`src/rtl/burst_rr_arbiter_if.sv`:
```
// burst_rr_arbiter_if: requester-side handshake bundle between requesters and the burst round-robin arbiter
interface burst_rr_arbiter_if #(
  parameter int N   = 4,
  parameter int IDW = $clog2(N)
);
  logic [N-1:0]   req;
  logic [N-1:0]   done;
  logic [N-1:0]   gnt;
  logic [IDW-1:0] gnt_id;
  logic           busy;
  logic           timeout;
  modport master (output req, done, input gnt, gnt_id, busy, timeout);
  modport slave  (input req, done, output gnt, gnt_id, busy, timeout);
endinterface

```
`src/rtl/burst_rr_arbiter.sv`:
```
// burst_rr_arbiter: transaction-holding round-robin arbiter; define BURST_ARB_TIMEOUT_EN to enable MAX_HOLD timeout release
module burst_rr_arbiter #(
  parameter int N        = 4,
  parameter int MAX_HOLD = 16,
  parameter int IDW      = $clog2(N)
) (
  input logic clk,
  input logic rst,
  burst_rr_arbiter_if.slave bus
);
  localparam int HW = $clog2(MAX_HOLD + 1);
  typedef enum logic {IDLE, BUSY} state_e;
  state_e         state_q, state_d;
  logic [N-1:0]   gnt_q, gnt_d;
  logic [IDW-1:0] id_q, id_d, ptr_q, ptr_d, win;
  logic [HW-1:0]  hold_q, hold_d;
  logic           to_q, to_d, found, to_hit, own_done, own_req, rel;
  logic [IDW:0]   j;
  // Search upward from ptr with an explicit wrap so non-power-of-two N works
  always_comb begin
    win   = '0;
    found = 1'b0;
    j     = '0;
    for (int i = 0; i < N; i++) begin
      j = {1'b0, ptr_q} + (IDW+1)'(i);
      j = (j >= (IDW+1)'(N)) ? j - (IDW+1)'(N) : j;
      if (!found && bus.req[j[IDW-1:0]]) begin
        found = 1'b1;
        win   = j[IDW-1:0];
      end
    end
  end
  assign own_done = bus.done[id_q];
  assign own_req  = bus.req[id_q];
`ifdef BURST_ARB_TIMEOUT_EN
  assign to_hit = hold_q == HW'(MAX_HOLD);
`else
  assign to_hit = 1'b0;
`endif
  assign rel = own_done | ~own_req | to_hit;
  always_comb begin
    state_d = state_q;
    gnt_d   = gnt_q;
    id_d    = id_q;
    ptr_d   = ptr_q;
    hold_d  = hold_q;
    to_d    = 1'b0;
    if (state_q == IDLE) begin
      if (found) begin
        state_d = BUSY;
        gnt_d   = N'(1) << win;
        id_d    = win;
        hold_d  = HW'(1);
      end
    end else if (rel) begin
      state_d = IDLE;
      gnt_d   = '0;
      ptr_d   = (id_q == IDW'(N-1)) ? '0 : id_q + 1'b1;
      to_d    = to_hit & own_req & ~own_done;
    end else begin
      hold_d = (hold_q == HW'(MAX_HOLD)) ? hold_q : hold_q + 1'b1;
    end
  end
  always_ff @(posedge clk) begin
    if (rst) begin
      state_q <= IDLE;
      gnt_q   <= '0;
      id_q    <= '0;
      ptr_q   <= '0;
      hold_q  <= '0;
      to_q    <= 1'b0;
    end else begin
      state_q <= state_d;
      gnt_q   <= gnt_d;
      id_q    <= id_d;
      ptr_q   <= ptr_d;
      hold_q  <= hold_d;
      to_q    <= to_d;
    end
  end
  assign bus.gnt     = gnt_q;
  assign bus.gnt_id  = id_q;
  assign bus.busy    = |gnt_q;
  assign bus.timeout = to_q;
endmodule
```
`src/flat_wrapper.sv`:
```
// flat-port wrapper written by rule: the top's interface ports become plain ports
module burst_rr_arbiter_flat 
#(
  parameter int N        = 4,
  parameter int MAX_HOLD = 16,
  parameter int IDW      = $clog2(N)
)
  (clk, rst, bus_req, bus_done, bus_gnt, bus_gnt_id, bus_busy, bus_timeout);
  burst_rr_arbiter_if #(.N(N), .IDW(IDW)) bus_i ();
  input logic clk;
  input logic rst;
  input wire logic [$bits(bus_i.req)-1:0] bus_req;
  input wire logic [$bits(bus_i.done)-1:0] bus_done;
  output wire logic [$bits(bus_i.gnt)-1:0] bus_gnt;
  output wire logic [$bits(bus_i.gnt_id)-1:0] bus_gnt_id;
  output wire logic [$bits(bus_i.busy)-1:0] bus_busy;
  output wire logic [$bits(bus_i.timeout)-1:0] bus_timeout;
  assign bus_i.req = bus_req;
  assign bus_i.done = bus_done;
  assign bus_gnt = bus_i.gnt;
  assign bus_gnt_id = bus_i.gnt_id;
  assign bus_busy = bus_i.busy;
  assign bus_timeout = bus_i.timeout;
  burst_rr_arbiter #(.N(N), .MAX_HOLD(MAX_HOLD), .IDW(IDW)) u_core (.clk(clk), .rst(rst), .bus(bus_i));
endmodule
```
`config.mk`:
```
export PLATFORM = sky130hd
export DESIGN_NAME = burst_rr_arbiter_flat
export DESIGN_NICKNAME = d
export VERILOG_FILES = /design/src/rtl/burst_rr_arbiter_if.sv /design/src/rtl/burst_rr_arbiter.sv /design/src/flat_wrapper.sv
export SDC_FILE = /design/constraint.sdc
export NUM_CORES = 1
export LEC_CHECK = 0
export CELL_PAD_IN_SITES_DETAIL_PLACEMENT = 1
export CELL_PAD_IN_SITES_GLOBAL_PLACEMENT = 1
export CORE_AREA = 2 2 39 41
export CTS_CLUSTER_SIZE = 20
export DETAILED_ROUTE_END_ITERATION = 10
export DIE_AREA = 0 0 41 43
export DONT_BUFFER_PORTS = 1
export PLACE_DENSITY_LB_ADDON = 0.1
export SLEW_MARGIN = 0
export SYNTH_ARGS = -nofsm -noshare
export SYNTH_HDL_FRONTEND = slang
export SYNTH_SLANG_ARGS = --single-unit
```
`constraint.sdc`:
```
create_clock -name clk -period 3 [get_ports clk]
set_clock_uncertainty 0.15 [all_clocks]
set_input_delay 0.3 -clock clk [delete_from_list [all_inputs] [get_ports clk]]
set_output_delay 0.3 -clock clk [all_outputs]
set_load 0.02 [all_outputs]
```
# Yosys cells after proc, flatten, opt, wreduce, memory -nomap -nowiden
# Index checks and enable logic that the tools add are counted.
# totals
ff_bits,9
inputBits,10
output_inout_bits,8
wordCells,69
# classes
add_sub_neg,8
bitwise,3
eq_ne,2
reduce_logical,11
n_mux,31
shifts,1
n_lt_le_gt_ge,9
# op_table
operator,n
$mux 2,9
$lt 2x3->1 const B,5
$mux 1,13
$bmux 1 s2,6
$mux 4,3
$ge 3x3->1 const B,3
$sub 2x1->2 const B,4
$add 2x2->3 const B,2
$reduce_and 2->1,3
$reduce_or 4->1,1
$shl 1x2->4 const A,1
$add 2x1->3 const B,1
$ge 2x3->1 const B,1
$logic_and 1x1->1,3
$logic_not 1->1,3
$add 2x1->2 const B,1
$eq 2x2->1 const B,1
$ne 2x2->1 const B,1
$not 1->1,2
$reduce_bool 2->1,1
$or 1x1->1,1

# Longest topological paths before layout
# Gate-level depths: netlist (run 1).
# logic_depth
word_depth,17
ltp_mapped,5
ltp_nobuf,4

# Worst setup path before layout (run 1)
# No wires, ideal clock.
# synth_timing
path_kind,register -> register
startpoint,register u_core.id_q[0] (netlist: u_core.bus.gnt_id[0])
endpoint,register u_core.ptr_q[0]
arrival_ns,1.417
period_less_slack_ns,1.691
setup_slack_ns,1.309
stages_incl_launch_ff,5
t_required_ns,2.727
cell_sequence,dfxtp_1 or3b_1 o2111ai_1 and3b_1 mux2_1
# synth_between
elab_chain_len,5
# synth_lines
element,line_no,rtl
start: declaration,burst_rr_arbiter.sv:15,"logic [IDW-1:0] id_q, id_d, ptr_q, ptr_d, win;"
start signal: assignment,burst_rr_arbiter.sv:75,id_q <= id_d;
$bmux 1 s2,burst_rr_arbiter.sv:34,assign own_req = bus.req[id_q];
$mux 1 (not written as such),burst_rr_arbiter.sv:34,
$not 1->1,burst_rr_arbiter.sv:40,assign rel = own_done | ~own_req | to_hit;
$or 1x1->1,burst_rr_arbiter.sv:40,
$reduce_and 2->1 (no line),--,
end signal: assignment,burst_rr_arbiter.sv:76,ptr_q <= ptr_d;
end: declaration,burst_rr_arbiter.sv:15,
# Several ways; a longest one is shown, not always the timed one. The select of a mux whose other input is x is not followed.
# A chain may end at the register's enable or synchronous reset.

# Worst setup path after layout (run 1)
# Ends and elaborated chain as after synthesis.

==> results_dict.tcl, run 1 <==
set metrics [dict create \
    net_count_synth 76 \
    hold_viol 0 \
    p_int_uw 230.2 \
    synthMuxAreaShare_pct 5.507 \
    grt_first_pass_wirelength_um 1973 \
    reg2reg_to "u_core.ptr_q[0]$_SDFFE_PP0P_" \
    main_combinational_cell_family_by_area_after_synthesis "simple AND/OR/NAND/NOR gates" \
    worstRegToRegCells 4 \
    max-vdd-ir-drop_uv 227.4 \
    synth_sequential_area_ratio_pct 31.72 \
    cp_data_required_time_ns 3.00 \
    antenna-diode-count 0 \
    netlist.area_leader.share_pct 31.72 \
    place.gp.congestion 0.6944 \
    simple_logic_cell_fraction_of_the_synthesized_area_pct 31.94 \
    final_core_utilization_pct 43.49 \
    synth_commonest_cells "dfxtp_1 (9), nand3b_1 (6)" \
    drive_gt1_share_pct 8.955 \
    worst_setup_path_startpoint "u_core.bus.gnt_id[0]$_SDFFE_PP0P_" \
    drtIter0Drc 1 \
    finish.cell_count_without_fillers 83 \
    floorplan.die_area_um2 1763 \
    yosys.cell_count.top_type "dfxtp_1" \
    grt_usage_pct 17.39 \
    sw_frac_of_total_pct 34.59 \
    via_count 507 \
    clock_network_latency_to_the_later_pin_of_the_worst_skew_pair_ns 0.26 \
    finalSetupViolations 0 \
    timing.critical_path.arrival_ns 1.78 \
    nets 79 \
    synth_flop_cell "dfxtp_1" \
    drc_errors 0 \
    power_frac_comb_pct 26.0 \
    worst_tran_pin_value_ns 0.5263 \
    cts_num_sinks 9 \
    static-leakage-power_nw 0.2187 \
    rows 14 \
    dpl.cell_count 78 \
    clkPwrFrac_pct 26.6 \
    max-clock-path-buffers 2 \
    pin_count 18 \
    iteration_count_of_the_initial_detailed_routing_pass 4 \
    rsz0062_at_grt "no" \
    ant_nets 0 \
    wirelength_um 1313 \
    crit_end "u_core.ptr_q[0]$_SDFFE_PP0P_" \
    pin_count_of_the_biggest_net_entering_global_routing 12 \
    hpwl_um 1039 \
    slew_violations 0 \
    vias_per_cell 6.108 \
    syn_area_um2 568.0 \
    dpl_worst_slack_ns 1.228 \
    adder_cell_share_of_the_synthesized_area_pct 2.203 \
    initial_core_util_pct 41.05 \
    crit_path_end_kind "flop" \
    timing.final.crit_period_ns 1.780 \
    netlist_top_cells_area "dfxtp_1 (32%), nand3b_1 (7.9%), o32ai_1 (6.2%)" \
    setup.reg_to_reg.worst_slack_ns 1.22 \
    ys_ff_latch 9 \
    filler_cell_count 170 \
    slew_headroom_pct 64.59 \
    placeableCoreArea_um2 1384 \
    cellPowerDensity_nw_per_um2 584.7 \
    count_of_flip_flops_with_a_built_in_enable_after_synthesis 0 \
    input_output_buffers 0 \
    outcome "finished, final reports clean" \
    synth-async-reset-ratio_pct 0 \
    die_w_um 41 \
    clock_root_buffer "clkbuf_4" \
    area_delta_synth_final_pct 5.947 \
    max_freq_mhz 561.7 \
    power.switching_uw 121.7 \
    worst_hold_path_type "input pin to flop" \
    final_critical_path_setup_slack_ns 1.220 \
    cap_viol_max_count 0 \
    critical_path_class "flop to flop" \
    count_of_warnings_emitted_by_yosys 0 \
    setup.worst_path.start_class "flop" \
    gr-total-overflow 0 \
    grt_antenna_before_repair 0 \
    average_size_of_a_mapped_cell_um2 8.739 \
    sequential_share_of_power_pct 47.3 \
    post-layout-total-power_uw 351.9 \
    synthesized_area_fraction_occupied_by_xor_and_xnor_cells_pct 0 \
    ys_types 33 \
    synth_compound_area_share_pct 21.37 \
    die_ht_um 43 \
    worst-path-max-fanout 6 \
    rr_startpoint "u_core.bus.gnt_id[0]$_SDFFE_PP0P_" \
    wl_per_cell_um 15.82 \
    number_of_global_route_vias_before_repair 482 \
    cts-htree-levels 1 \
    tritoncts_clock_tree "built" \
    final_min_period_over_clock_period_pct 59.35 \
    setup-tns-final_ns 0 \
    syn-instance-count 65 \
    cts_post_setup_buffers_inserted 0 \
    clkTransAtPathRegs_ns 0.06 \
    netlist.top_cell.by_area "dfxtp_1" \
    worst_hold_startpoint "rst" \
    cts_made_buffers 3 \
]
==> sequential cells by signal (all words and copies together), names as in the netlist <==
register	flops
u_core.bus.gnt	4
u_core.bus.gnt_id	2
u_core.ptr_q	2
u_core.state_q	1
==> cells by family (layout without fill, tap and decap cells) <==
family / count (synthesis) / after routing
buffers and inverters: 7 / 9
flip-flops: 9 / 9
AND/OR/NAND/NOR: 28 / 28
other: 1 / 1
AO/OA/AOI/OAI: 16 / 16
multiplexers: 3 / 3
adder cells (fa/ha/maj): 1 / 1
==> stage by stage <==
stage	hold slack [ns]	area, µm²
after global placement	0.2223	565.5
after detailed placement	0.2243	565.5
after floorplan	0.3356	568.0
after CTS	0.07149	601.8
after global routing	0.07039	601.8
final	0.07241	601.8
==> power by group through the flow <==
| stage | Sequential [mW] | Combinational [mW] | Clock, mW |
|---|---|---|---|
| after detailed placement | 0.170 | 0.0914 | 0 |
| after CTS | 0.167 | 0.0931 | 0.0982 |
| final | 0.167 | 0.0917 | 0.0937 |
| after global placement | 0.169 | 0.0909 | 0 |
| after global routing | 0.170 | 0.102 | 0.104 |
| after floorplan | 0.162 | 0.0846 | 0 |
==> layer usage <==
metal	GRT usage, %	part of all wire, %	wire length [µm]
met2	25.94	48	629
met5	0	0	0
met3	5.759	8.4	110
met1	19.74	41	543
met4	12.00	2.2	29
==> critical path, cell delays in order, from the launching register on <==
cell and delay [ns]:
dfxtp_1 0.42, or3b_1 0.42, o2111ai_1 0.12, and3b_1 0.24, mux2_1 0.32
==> placed cells by master (no fill, tap or decap) <==
cell / n
o221ai_1: 1
conb_1: 1
mux2_1: 1
dfxtp_1: 9
o21a_1: 1
nor4_1: 1
nand2_1: 1
inv_1: 4
nor2b_1: 1
and3b_1: 1
o22ai_1: 1
and3_1: 1
o2111ai_1: 2
clkbuf_1: 1
o22a_2: 1
or3_1: 2
dlygate4sd3_1: 1
nand2b_1: 4
nand3b_1: 6
a21oi_1: 4
ha_1: 1
nor2_1: 3
or4_1: 1
o21ai_0: 1
or2_2: 1
o2111a_1: 1
clkbuf_4: 3
or3_4: 1
or2b_1: 1
mux2i_1: 2
nor3_1: 3
or3b_1: 1
o32ai_1: 4
==> worst min path at each step <==
stage,endpoint,slack (ns),cells after the start
after floorplan,u_core.bus.gnt_id[0]$_SDFFE_PP0P_,0.34,2
after global placement,u_core.bus.gnt_id[1]$_SDFFE_PP0P_,0.22,1
after detailed placement,u_core.bus.gnt_id[1]$_SDFFE_PP0P_,0.22,1
after CTS,u_core.ptr_q[1]$_SDFFE_PP0P_,0.07,2
after global routing,u_core.ptr_q[1]$_SDFFE_PP0P_,0.07,2
final,u_core.ptr_q[1]$_SDFFE_PP0P_,0.07,2
==> timing repair <==
item                      in CTS  in global routing
hold endpoints to repair       2                  0
resized for setup              0                  0
hold buffers                   1                  0
==> area by class of cell <==
cell class	instances	area, µm²	share of cell area (%)
multi-input cells	49	350.3	58.21
flip-flops and latches	9	180.2	29.94
clock buffers	4	26.28	4.366
well taps	16	20.02	3.326
inverters	4	15.01	2.495
repair buffers	1	10.01	1.663
No activity file was read; power rests on OpenSTA's default activity.
==> inputs of run 2 (changes only) <==
--- a/config.mk
+++ b/config.mk
@@ -7,10 +7,9 @@
 export LEC_CHECK = 0
 export CELL_PAD_IN_SITES_DETAIL_PLACEMENT = 1
 export CELL_PAD_IN_SITES_GLOBAL_PLACEMENT = 1
-export CORE_AREA = 2 2 39 41
+export CORE_UTILIZATION = 42
 export CTS_CLUSTER_SIZE = 20
 export DETAILED_ROUTE_END_ITERATION = 10
-export DIE_AREA = 0 0 41 43
 export DONT_BUFFER_PORTS = 1
 export PLACE_DENSITY_LB_ADDON = 0.1
 export SLEW_MARGIN = 0
==> constraint.sdc (replaced) <==
create_clock -name clk -period 1.65 [get_ports clk]
set_clock_uncertainty 0.15 [all_clocks]
set_input_delay 0.165 -clock clk [delete_from_list [all_inputs] [get_ports clk]]
set_output_delay 0.165 -clock clk [all_outputs]
set_load 0.02 [all_outputs]
==> results_dict.tcl, run 2 (synthesis results as in run 1) <==
set metrics [dict create \
    whs_ns 0.02358 \
    hold_viol 0 \
    floorplan.die_area_um2 1504 \
    drc_errors 0 \
    timing.final.crit_period_ns 1.594 \
    max-vdd-ir-drop_uv 770.7 \
    grt_usage_pct 21.65 \
    drive_gt1_share_pct 23.61 \
    critical_path_class "flop to flop" \
    grt_antenna_before_repair 0 \
    outcome "finished, final reports clean" \
    die_w_um 38.78 \
    nets 84 \
    number_of_flip_flops_in_the_largest_register 4 \
    cts_num_sinks 9 \
    gr-total-overflow 0 \
    via_count 523 \
    cap_viol_max_count 0 \
    placeableCoreArea_um2 1186 \
    crit_path_end_kind "flop" \
    hpwl_um 1102 \
    antenna-diode-count 0 \
    number_of_global_route_vias_before_repair 520 \
    ant_nets 0 \
    clock_network_latency_to_the_later_pin_of_the_worst_skew_pair_ns 0.26 \
    clkTransAtPathRegs_ns 0.06 \
    area_delta_synth_final_pct 15.20 \
    cts-htree-levels 1 \
    dpl_worst_slack_ns 0.03662 \
    most_common_cell_after_layout_fill_and_taps_aside "dfxtp_1" \
    worstRegToRegCells 4 \
    max-clock-path-buffers 2 \
    setup.worst_path.start_class "flop" \
    worst-path-max-fanout 2 \
    post-layout-total-power_uw 693.2 \
    worst_hold_path_type "input pin to flop" \
    cts_made_buffers 3 \
    max_freq_mhz 627.5 \
    cellPowerDensity_nw_per_um2 1059 \
    vias_per_cell 6.081 \
    place.gp.congestion 0.7332 \
    dpl.cell_count 81 \
    cp_data_required_time_ns 1.65 \
    initial_core_util_pct 47.89 \
    pin_count_of_the_biggest_net_entering_global_routing 11 \
    layout_common_cells "dfxtp_1 (7), nand3b_1 (6), buf_4 (5)" \
    timing.critical_path.arrival_ns 1.59 \
    post_placement_cell_area_um2 601.8 \
    input_output_buffers 0 \
    finish.cell_count_without_fillers 86 \
    iteration_count_of_the_initial_detailed_routing_pass 4 \
    final_core_utilization_pct 55.17 \
    final_min_period_over_clock_period_pct 96.59 \
    setup-tns-final_ns 0 \
    holdPathStages 2 \
    design_area_um2 654.4 \
    grt_first_pass_wirelength_um 2159 \
    static-leakage-power_nw 0.2484 \
    tritoncts_clock_tree "built" \
    cts_post_setup_buffers_inserted 0 \
    rows 12 \
    wirelength_um 1449 \
    clock_root_buffer "clkbuf_4" \
    finalSetupViolations 0 \
    pin_count 18 \
    slew_violations 0 \
    die_ht_um 38.78 \
    drtIter0Drc 7 \
    wl_per_cell_um 16.85 \
    final_critical_path_setup_slack_ns 0.05634 \
]
==> run 2: cell count changes in the layout (fill, tap and decap cells not counted) <==
cell / before / now
and3b_1: 1 / 0
and3b_2: 0 / 1
buf_4: 0 / 5
dfxtp_1: 9 / 7
dfxtp_2: 0 / 2
mux2_1: 1 / 0
mux2_4: 0 / 1
o2111ai_1: 2 / 1
o2111ai_2: 0 / 1
or4_1: 1 / 0
or4_4: 0 / 1
==> run 2: layout make-up <==
class / count / area [µm²]
fillers: 146 / 531.8
multi-input cells: 49 / 365.4
flip-flops and latches: 9 / 182.7
repair buffers: 6 / 47.55
clock buffers: 4 / 26.28
well taps: 14 / 17.52
inverters: 4 / 15.01
==> run 2: worst paths after layout <==
check,startpoint,end,slack [ns]
worst max register to register,u_core.bus.gnt_id[0]$_SDFFE_PP0P_,u_core.ptr_q[0]$_SDFFE_PP0P_,0.06
worst max-delay path,u_core.bus.gnt_id[0]$_SDFFE_PP0P_,u_core.ptr_q[0]$_SDFFE_PP0P_,0.06
worst min-delay path,bus_req[3],u_core.bus.gnt[0]$_SDFFE_PP0P_,0.02
worst min register to register,u_core.ptr_q[1]$_SDFFE_PP0P_,u_core.ptr_q[1]$_SDFFE_PP0P_,0.46
==> run 2: per-layer routing <==
| layer | vias up | routed length [µm] | GRT usage [%] |
|---|---|---|---|
| met3 | 2 | 103 | 10.98 |
| met2 | 21 | 663 | 32.92 |
| li1 | 260 | - | - |
| met5 | - | 0 | 0 |
| met1 | 240 | 678 | 26.83 |
| met4 | 0 | 4 | 5.172 |
==> run 2: power by group <==
part           internal [mW]  switching [mW]  total, mW  leakage, nW
sequential             0.249          0.0433      0.292       0.0747
combinational          0.110           0.118      0.228        0.159
clock                 0.0933          0.0797      0.173       0.0150
total                  0.453           0.241      0.693        0.248
==> run 2: repair_timing <==
action | in CTS | in global routing
hold buffers | 1 | 0
gates resized for setup | 0 | 5
endpoints found under the hold margin | 9 | 0
endpoints found under the setup margin | 0 | 4
==> run 2: critical path, stage by stage (launching register included) <==
cell	delay, ns
dfxtp_2	0.32
or3b_1	0.39
o2111ai_2	0.10
and3b_2	0.23
mux2_4	0.29
==> inputs of run 3 (changes only) <==
--- a/config.mk
+++ b/config.mk
@@ -11,7 +11,9 @@
 export CTS_CLUSTER_SIZE = 20
 export DETAILED_ROUTE_END_ITERATION = 10
 export DONT_BUFFER_PORTS = 1
+export GPL_TIMING_DRIVEN = 0
 export PLACE_DENSITY_LB_ADDON = 0.1
+export RECOVER_POWER = 100
 export SLEW_MARGIN = 0
 export SYNTH_ARGS = -nofsm -noshare
 export SYNTH_HDL_FRONTEND = slang
==> constraint.sdc (replaced) <==
create_clock -name clk -period 1.65 [get_ports clk]
set_clock_uncertainty 0.15 [all_clocks]
set_input_delay 0.165 -clock clk [delete_from_list [all_inputs] [get_ports clk]]
set_output_delay 0.165 -clock clk [all_outputs]
set_load 0.005 [all_outputs]
==> results_dict.tcl, run 3 (synthesis results as in run 1) <==
set metrics [dict create \
    area_delta_synth_final_pct 16.52 \
    placeableCoreArea_um2 1186 \
    place.gp.congestion 0.7219 \
    worst_setup_path_startpoint "u_core.bus.gnt_id[0]$_SDFFE_PP0P_" \
    slew_violations 0 \
    outcome "complete, but fails checks" \
    cap_viol_max_count 0 \
    slew_headroom_pct 59.08 \
    drc_errors 0 \
    post-layout-total-power_uw 668.4 \
    tritoncts_clock_tree "built" \
    rr_startpoint "u_core.bus.gnt_id[0]$_SDFFE_PP0P_" \
    worst_tran_pin_value_ns 0.6083 \
    crit_slowest_cell "dfxtp_4" \
    clock_network_latency_to_the_later_pin_of_the_worst_skew_pair_ns 0.27 \
    drive_gt1_share_pct 22.54 \
    crit_end "u_core.ptr_q[0]$_SDFFE_PP0P_" \
    critical_path_class "flop to flop" \
    antenna-diode-count 0 \
    wl_per_cell_um 16.98 \
    via_count 522 \
    setup.worst_path.start_class "flop" \
    die_ht_um 38.78 \
    grt_first_pass_wirelength_um 2194 \
    timing.critical_path.arrival_ns 1.67 \
    cellPowerDensity_nw_per_um2 1010 \
    max_freq_mhz 602.9 \
    die_w_um 38.78 \
    vias_per_cell 6.141 \
    clock_root_buffer "clkbuf_4" \
    clkTransAtPathRegs_ns 0.07 \
    post_placement_cell_area_um2 585.6 \
    grt_usage_pct 21.80 \
    final_min_period_over_clock_period_pct 100.5 \
    max-vdd-ir-drop_uv 507.6 \
    iteration_count_of_the_initial_detailed_routing_pass 4 \
    hold_viol 0 \
    setup.reg_to_reg.worst_slack_ns -0.009 \
    worstRegToRegCells 4 \
    dpl_worst_slack_ns -0.1091 \
    timing.critical_path.slowest_cell_delay_ns 0.37 \
    design_area_um2 661.9 \
    hpwl_um 1018 \
    gr-total-overflow 0 \
    initial_core_util_pct 47.89 \
    cts-htree-levels 1 \
    wirelength_met1_um 637 \
    number_of_global_route_vias_before_repair 525 \
    crit_path_end_kind "flop" \
    nets 83 \
    critical_path.cell_chain "or3b_4, o2111ai_2, and3b_2, mux2_4" \
    rsz0062_at_grt "yes" \
    dr_wl_met3_um 102 \
    whs_ns 0.02916 \
    grt_antenna_before_repair 0 \
    static-leakage-power_nw 0.2436 \
    wirelength_um 1443 \
    dr_wl_met2_um 688 \
    floorplan.die_area_um2 1504 \
    reg2reg_to "u_core.ptr_q[0]$_SDFFE_PP0P_" \
    final_critical_path_setup_slack_ns -0.008632 \
    drtIter0Drc 9 \
    input_output_buffers 0 \
    worst-path-max-fanout 6 \
    cts_num_sinks 9 \
    timing.final.crit_period_ns 1.659 \
    failed_checks "negative setup slack" \
    pin_count_of_the_biggest_net_entering_global_routing 11 \
    max-clock-path-buffers 2 \
    finalSetupViolations 1 \
    most_common_cell_after_layout_fill_and_taps_aside "dfxtp_1" \
    rows 12 \
    layout_common_cells "dfxtp_1 (8), nand3b_1 (6), nand2b_1 (4), inv_1 (4), a21oi_1 (4)" \
    cts_made_buffers 3 \
    highest-signal-layer "met4" \
    number_of_flip_flops_in_the_largest_register 4 \
    pin_count 18 \
    ant_nets 0 \
    cp_data_required_time_ns 1.66 \
    worst_hold_path_type "input pin to flop" \
]
==> run 3: repair_timing <==
item,CTS,global route
endpoints found under the setup margin,3,3
buffers inserted,1,0
hold buffers,1,0
hold endpoints to repair,1,0
pin swaps,2,4
gates resized for setup,7,1
==> run 3: worst min path at each step <==
stage	start	endpoint	slack, ns	cells past startpoint
after floorplan	rst	u_core.bus.gnt_id[0]$_SDFFE_PP0P_	0.20	2
after global placement	rst	u_core.bus.gnt_id[0]$_SDFFE_PP0P_	0.22	2
after detailed placement	rst	u_core.bus.gnt_id[0]$_SDFFE_PP0P_	0.22	2
after CTS	bus_req[3]	u_core.bus.gnt[1]$_SDFFE_PP0P_	0.03	2
after global routing	bus_req[3]	u_core.bus.gnt[0]$_SDFFE_PP0P_	0.04	2
final	bus_req[3]	u_core.bus.gnt[1]$_SDFFE_PP0P_	0.03	2
==> run 3: per-layer routing <==
metal	global-route usage (%)	vias up
met5	0	-
met2	38.75	19
met3	6.358	3
met4	7.759	0
met1	24.13	242
li1	-	258
==> run 3: through the flow <==
step	TNS (ns)	util (%)	instances
after floorplan	0	-	65
after global placement	-0.08301	49.37	79
after detailed placement	-0.1091	49.37	79
after CTS	0	55.59	85
after global routing	-0.04954	55.80	85
final	-0.008632	55.80	85
==> run 3: cell type report <==
class | instances | area (µm²)
buffer | 3 | 22.52
clock buffer | 4 | 26.28
fill | 152 | 524.3
inverter | 4 | 15.01
multi-input combinational | 49 | 379.1
sequential | 9 | 183.9
tap | 14 | 17.52
timing repair buffer | 2 | 17.52
==> run 3: where the power goes <==
| part | switching, mW | internal, mW | total (mW) |
|---|---|---|---|
| Sequential | 0.0354 | 0.249 | 0.284 |
| Combinational | 0.103 | 0.105 | 0.208 |
| Clock | 0.0828 | 0.0935 | 0.176 |
==> run 3: worst max-delay path: cells and delay by family (launching register included) <==
kind	cells	cell delay [ns]
and+or+nand+nor	2	0.62
DFF	1	0.37
muxes	1	0.31
AOI/OAI and AO/OA	1	0.10
